## config.mk

```make
export PLATFORM = sky130hd
export DESIGN_NAME = text_console
export DESIGN_NICKNAME = d
export VERILOG_FILES = /design/src/rtl/text_console_pkg.sv /design/src/rtl/console_cursor.sv /design/src/rtl/text_console.sv
export SDC_FILE = /design/constraint.sdc
export NUM_CORES = 1
export LEC_CHECK = 0
export ABC_AREA = 1
export BUFFER_PORTS_ARGS = -buffer_cell sky130_fd_sc_hd__buf_2
export CORE_MARGIN = 2
export CORE_UTILIZATION = 36
export DETAILED_ROUTE_END_ITERATION = 8
export GPL_TIMING_DRIVEN = 0
export PLACE_DENSITY = 0.55
export SLEW_MARGIN = 20
export SYNTH_ARGS = -nofsm -noshare
export SYNTH_HDL_FRONTEND = slang
export SYNTH_SLANG_ARGS = --single-unit
```

## constraint.sdc

```tcl
create_clock -name clock -period 8.8 [get_ports clock]
set_clock_uncertainty 0.05 [all_clocks]
set_input_delay 0.88 -clock clock [delete_from_list [all_inputs] [get_ports clock]]
set_output_delay 0.88 -clock clock [all_outputs]
set_load 0.01 [all_outputs]
```

## src/rtl/text_console_pkg.sv

```systemverilog
// Shared geometry, control codes, FSM state encodings and cursor commands
// for the text console writer.
package text_console_pkg;

  localparam int unsigned COLS      = 80;
  localparam int unsigned ROWS      = 25;
  localparam int unsigned CELLS     = COLS * ROWS;
  localparam int unsigned BYTES     = 2 * CELLS;
  localparam int unsigned ROW_BYTES = 2 * COLS;

  localparam int unsigned COL_W  = 7;
  localparam int unsigned ROW_W  = 5;
  localparam int unsigned CUR_W  = 11;
  localparam int unsigned ADDR_W = 12;
  localparam int unsigned DATA_W = 8;

  localparam logic [DATA_W-1:0] ATTR_RST = 8'h17;
  localparam logic [DATA_W-1:0] CODE_CR  = 8'h0D;
  localparam logic [DATA_W-1:0] CODE_LF  = 8'h0A;
  localparam logic [DATA_W-1:0] CODE_BS  = 8'h08;
  localparam logic [DATA_W-1:0] CODE_FF  = 8'h0C;
  localparam logic [DATA_W-1:0] SPACE    = 8'h20;

  typedef logic [2:0] state_t;
  localparam state_t ST_IDLE        = 3'd0;
  localparam state_t ST_PUT_C       = 3'd1;
  localparam state_t ST_PUT_A       = 3'd2;
  localparam state_t ST_CLEAR       = 3'd3;
  localparam state_t ST_SCROLL_RD   = 3'd4;
  localparam state_t ST_SCROLL_WR   = 3'd5;
  localparam state_t ST_SCROLL_FILL = 3'd6;

  typedef enum logic [2:0] {
    CMD_NONE,
    CMD_INC,
    CMD_DEC,
    CMD_CR,
    CMD_LF,
    CMD_HOME
  } cur_cmd_t;

  // Blank-cell byte: space on the char byte, attribute on the attr byte.
  function automatic logic [DATA_W-1:0] fill_byte(input logic odd, input logic [DATA_W-1:0] at);
    return odd ? at : SPACE;
  endfunction

endpackage

```

## src/rtl/console_cursor.sv

```systemverilog
// Column/row counters and the linear cursor index driven to the video adapter.
module console_cursor
  import text_console_pkg::*;
(
  input  logic             clock,
  input  logic             reset_n,
  input  cur_cmd_t         cmd,
  output logic [CUR_W-1:0] cursor,
  output logic             last_row_c,
  output logic             wrap_scroll_c
);

  logic [COL_W-1:0] col, col_d;
  logic [ROW_W-1:0] row, row_d;

  assign last_row_c    = (row == ROW_W'(ROWS - 1));
  assign wrap_scroll_c = last_row_c && (col == COL_W'(COLS - 1));

  // Row never advances past the last row; the scroll supplies the new line.
  always_comb begin
    col_d = col;
    row_d = row;
    case (cmd)
      CMD_INC: begin
        if (col == COL_W'(COLS - 1)) begin
          col_d = '0;
          if (!last_row_c) row_d = row + ROW_W'(1);
        end else begin
          col_d = col + COL_W'(1);
        end
      end
      CMD_DEC:  if (col != '0) col_d = col - COL_W'(1);
      CMD_CR:   col_d = '0;
      CMD_LF:   if (!last_row_c) row_d = row + ROW_W'(1);
      CMD_HOME: begin
        col_d = '0;
        row_d = '0;
      end
      default: ;
    endcase
  end

  always_ff @(posedge clock or negedge reset_n) begin
    if (!reset_n) begin
      col    <= '0;
      row    <= '0;
      cursor <= '0;
    end else begin
      col    <= col_d;
      row    <= row_d;
      cursor <= CUR_W'(row_d) * CUR_W'(COLS) + CUR_W'(col_d);
    end
  end

endmodule

```

## src/rtl/text_console.sv

```systemverilog
// Byte-stream terminal writer: prints, clears and scrolls the 80x25
// char/attr video RAM and drives the adapter cursor.
module text_console
  import text_console_pkg::*;
(
  input  logic              clock,
  input  logic              reset_n,
  input  logic              in_valid,
  input  logic [DATA_W-1:0] in_data,
  output logic              in_ready,
  input  logic [DATA_W-1:0] attr,
  output logic [ADDR_W-1:0] mem_address,
  output logic [DATA_W-1:0] mem_wdata,
  output logic              mem_we,
  input  logic [DATA_W-1:0] mem_rdata,
  output logic [CUR_W-1:0]  cursor,
  output logic              busy
);

  localparam logic [ADDR_W-1:0] LAST_ADDR = ADDR_W'(BYTES - 1);
  localparam logic [ADDR_W-1:0] FIRST_SRC = ADDR_W'(ROW_BYTES);
  localparam logic [ADDR_W-1:0] FILL_BASE = ADDR_W'(BYTES - ROW_BYTES);

  state_t              state_q, state_d;
  logic [ADDR_W-1:0]   pos_q, pos_d, pos_inc;
  logic [DATA_W-1:0]   attr_q, attr_d;
  logic [ADDR_W-1:0]   addr_d;
  logic [DATA_W-1:0]   wdata_q, wdata_d;
  logic                we_d, copy_q, copy_d, ready_d;
  cur_cmd_t            cmd;
  logic                last_row_c, wrap_scroll_c;
  logic [ADDR_W-1:0]   cur_addr;

  console_cursor u_cursor (
    .clock         (clock),
    .reset_n       (reset_n),
    .cmd           (cmd),
    .cursor        (cursor),
    .last_row_c    (last_row_c),
    .wrap_scroll_c (wrap_scroll_c)
  );

  assign cur_addr = {cursor, 1'b0};
  assign pos_inc  = pos_q + ADDR_W'(1);

  // Copy writes forward the read data the RAM returns in the write cycle.
  assign mem_wdata = copy_q ? mem_rdata : wdata_q;

  // State names the cycle whose memory outputs are being registered.
  always_comb begin
    state_d = state_q;
    pos_d   = pos_q;
    attr_d  = attr_q;
    addr_d  = mem_address;
    wdata_d = wdata_q;
    we_d    = 1'b0;
    copy_d  = 1'b0;
    ready_d = 1'b0;
    cmd     = CMD_NONE;
    case (state_q)
      ST_IDLE: begin
        ready_d = 1'b1;
        if (in_valid && in_ready) begin
          ready_d = 1'b0;
          attr_d  = attr;
          case (in_data)
            CODE_CR: cmd = CMD_CR;
            CODE_BS: cmd = CMD_DEC;
            CODE_LF: begin
              if (last_row_c) begin
                state_d = ST_SCROLL_RD;
                pos_d   = FIRST_SRC;
                addr_d  = FIRST_SRC;
              end else begin
                cmd = CMD_LF;
              end
            end
            CODE_FF: begin
              state_d = ST_CLEAR;
              pos_d   = '0;
              addr_d  = '0;
              wdata_d = SPACE;
              we_d    = 1'b1;
            end
            default: begin
              state_d = ST_PUT_C;
              addr_d  = cur_addr;
              wdata_d = in_data;
              we_d    = 1'b1;
            end
          endcase
        end
      end
      ST_PUT_C: begin
        state_d = ST_PUT_A;
        addr_d  = {cursor, 1'b1};
        wdata_d = attr_q;
        we_d    = 1'b1;
      end
      ST_PUT_A: begin
        cmd = CMD_INC;
        if (wrap_scroll_c) begin
          state_d = ST_SCROLL_RD;
          pos_d   = FIRST_SRC;
          addr_d  = FIRST_SRC;
        end else begin
          state_d = ST_IDLE;
          ready_d = 1'b1;
        end
      end
      ST_CLEAR, ST_SCROLL_FILL: begin
        // mem_we low only in the cycle right after reset: issue address 0.
        if (!mem_we) begin
          addr_d  = pos_q;
          wdata_d = fill_byte(pos_q[0], attr_q);
          we_d    = 1'b1;
        end else if (pos_q == LAST_ADDR) begin
          state_d = ST_IDLE;
          ready_d = 1'b1;
          cmd     = (state_q == ST_CLEAR) ? CMD_HOME : CMD_CR;
        end else begin
          pos_d   = pos_inc;
          addr_d  = pos_inc;
          wdata_d = fill_byte(pos_inc[0], attr_q);
          we_d    = 1'b1;
        end
      end
      ST_SCROLL_RD: begin
        state_d = ST_SCROLL_WR;
        addr_d  = pos_q - FIRST_SRC;
        we_d    = 1'b1;
        copy_d  = 1'b1;
      end
      ST_SCROLL_WR: begin
        if (pos_q == LAST_ADDR) begin
          state_d = ST_SCROLL_FILL;
          pos_d   = FILL_BASE;
          addr_d  = FILL_BASE;
          wdata_d = SPACE;
          we_d    = 1'b1;
        end else begin
          state_d = ST_SCROLL_RD;
          pos_d   = pos_inc;
          addr_d  = pos_inc;
        end
      end
      default: begin
        state_d = ST_IDLE;
        ready_d = 1'b1;
      end
    endcase
  end

  always_ff @(posedge clock or negedge reset_n) begin
    if (!reset_n) begin
      state_q     <= ST_CLEAR;
      pos_q       <= '0;
      attr_q      <= ATTR_RST;
      mem_address <= '0;
      wdata_q     <= '0;
      mem_we      <= 1'b0;
      copy_q      <= 1'b0;
      in_ready    <= 1'b0;
      busy        <= 1'b1;
    end else begin
      state_q     <= state_d;
      pos_q       <= pos_d;
      attr_q      <= attr_d;
      mem_address <= addr_d;
      wdata_q     <= wdata_d;
      mem_we      <= we_d;
      copy_q      <= copy_d;
      in_ready    <= ready_d;
      busy        <= ~ready_d;
    end
  end

endmodule

```

==> impl_metrics.json <==
{
  "run_status": "completed",
  "endpoint_kind": "register",
  "syn_to_final_growth_pct": 17.4,
  "htreeDepth": 3,
  "yosysSeqAreaShare": 0.343,
  "dr_total_vias": 4868,
  "report.final.hold_viol_count": 0,
  "cts_setup_buffers": 0,
  "clockBufferDepth": 2,
  "async_flop_share": 1.00,
  "syn_inst": 699,
  "nets": 817,
  "wl_um": 14400,
  "power.total_uw": 1740,
  "drtAntennaViolNets": 0,
  "start_util": 0.367,
  "worstPathRequired_ns": 8.99,
  "nFillCells": 1365,
  "yosys_warnings": 0,
  "cp-start-kind": "input pin",
  "num_antenna_cells": 0,
  "clkTransAtPathRegs_ns": 0.06,
  "ys_types": 37,
  "grt_max_degree": 36,
  "cp.arrival_ns": 4.02,
  "chipWidth_um": 120,
  "synth-simple-area-share": 0.390,
  "worst_skew_pair.late_latency_ns": 0.34,
  "rows": 42,
  "synth_top_family_by_area": "simple AND/OR/NAND/NOR gates",
  "p_per_area_nw_per_um2": 307,
  "slew_headroom": 0.567,
  "syn_nets": 745,
  "finalSetupViolCount": 0,
  "cts_tree": "yes",
  "synthXorXnorAreaFrac": 0.0362,
  "core_area_sq_um": 13200,
  "drt-initial-drc-count": 268,
  "ff_latch_area_sq_um": 1660,
  "syn-cell-area_sq_um": 4840,
  "die_h_um": 120,
  "fin_crit_sh": 0.436,
  "synth_compound_area_frac": 0.0799,
  "cp-startpoint": "in_data[4]",
  "antenna_found_initial": 0,
  "finalSetupTns_ns": 0,
  "drv_cap": 0,
  "crit_type": "input pin to register",
  "muxShareOfSynthArea": 0.00233,
  "viasPerCell": 5.11,
  "firstDrtPassIters": 5,
  "dp_hpwl_um": 11200,
  "drc_errors": 0,
  "syn_avg_cell_area_sq_um": 6.92,
  "tightestPinTransition_ns": 0.647,
  "r2r_start": "state_q[1]",
  "io_pins": 61,
  "synth_fa_ha_area_frac": 0.0522,
  "rsz0062_at_grt": "false",
  "synth_flop_cell": "dfrtp_1",
  "fin_area_sq_um": 5680,
  "holdCritPathClass": "input pin to asynchronous set/reset pin",
  "cts_hold_buf": 0,
  "ir_drop_mv": 0.143,
  "grt_pass1_wl_um": 23600,
  "cp_max_fo": 7,
  "final_util": 0.431,
  "multiInputGateArea_sq_um": 2710,
  "max_freq_mhz": 261,
  "layout-drive-gt1-share": 0.187,
  "dieArea_sq_um": 14400,
  "cts_num_sinks": 66,
  "grt_pass1_vias": 4580,
  "ys_seq_elements": 66,
  "post_drt_wl_per_cell_um": 15.1,
  "detailed_place.area_sq_um": 5380,
  "rrSetupSlack_ns": 4.98,
  "io_buffers": 60,
  "cts_buffers": 9,
  "grt_usage": 0.211,
  "holdWs_ns": 0.421,
  "final-max-slew-violation-count": 0,
  "gp_congestion": 0.924,
  "leakage_uw": 0.00292,
  "synth-edff-count": 0,
  "clock-root-buffer": "clkbuf_16",
  "post_cts_resized": 0,
  "min_period_ns": 3.83,
  "overflow": 0
}
## cell usage in the layout (no fill, tap or decap), types with 17 or more instances in the layout
cell | synthesis | layout
buf_2 | 5 | 64
dfrtp_1 | 59 | 59
ha_1 | 17 | 17
inv_1 | 72 | 72
nand2_1 | 218 | 218
nand3_1 | 72 | 72
nand4_1 | 28 | 28
nor2_1 | 59 | 59
o21ai_0 | 36 | 36
xor2_1 | 18 | 18
## cell families (layout without fill, tap and decap cells)
kind of cell	after synthesis	count (layout)
adder cells (fa/ha/maj)	19	19
buffers and inverters	106	183
AND/OR/NAND/NOR	416	416
multiplexers	1	1
AO/OA/AOI/OAI	71	71
flip-flops	66	66
XOR/XNOR	20	20
## where the power goes
group	internal [uW]	leakage, uW	switching (uW)
combinational	311	0.00194	571
sequential	419	0.000836	73.6
clock	234	0.000150	134
## per-stage QoR
stage | cells | setup slack (ns)
after floorplan | 699 | 5.29
final | 952 | 4.97
after global placement | 935 | 4.73
after CTS | 952 | 4.95
after detailed placement | 936 | 4.61
after global routing | 952 | 4.65
## path summary, 6_finish.rpt
check / cells after the start / end
max in group asynchronous: 2 / busy
setup reg to reg: 18 / u_cursor.cursor[10]
min in group clock: 2 / mem_address[4]
hold reg to reg: 2 / mem_address[4]
hold / removal: 1 / wdata_q[6]
setup / recovery: 20 / u_cursor.cursor[10]
## per-layer routing
layer,track usage,part of all wire,up-vias,wire length (um)
li1,-,-,2399,-
met4,0.0801,0.018,0,262
met5,0,0,-,0
met3,0.0323,0.055,19,789
met1,0.284,0.45,2324,6510
met2,0.341,0.47,126,6840
## cells in the mapped netlist (all sizes together), types with 7 or more instances
cell type	n	area, sq um
nand2	224	861
inv	84	318
nand3	76	400
nor2	72	333
dfrtp	59	1480
o21ai	48	248
nand4	28	175
buf	18	134
xor2	18	158
ha	17	213
a21oi	11	55.1
nor3	8	62.6
dfstp	7	184
## worst max-delay path, cell delays in order
cell     delay [ns]
buf_2          0.10
nor2_1         0.09
nand2_1        0.14
nor2_2         0.36
nand4_1        0.20
nand3_1        0.21
nand2_1        0.13
nand2_1        0.07
nand2_1        0.15
ha_1           0.36
ha_1           0.15
inv_1          0.06
fa_1           0.37
xor2_1         0.24
inv_1          0.06
nand2_1        0.08
xor2_1         0.19
inv_1          0.06
nand2_1        0.06
nand2_1        0.04
## layout make-up
cell class                 instances  area share
clock buffer                      13      0.0458
sequential                        66       0.292
multi-input combinational        527       0.477
inverter                          84      0.0559
tap                              176      0.0388
timing repair buffer              61      0.0568
clock inverter                     3     0.00705
buffer                            22      0.0262
## flip-flops by register name, indices dropped and copies added, names as in the netlist, named ones only
signal and flops:
attr_q 8, busy 1, copy_q 1, in_ready 1, mem_address 12, mem_we 1
pos_q 12, state_q 3, u_cursor.col 3, u_cursor.cursor 7, u_cursor.row 5, wdata_q 8
Note: power is estimated with default switching activity, not from simulation.
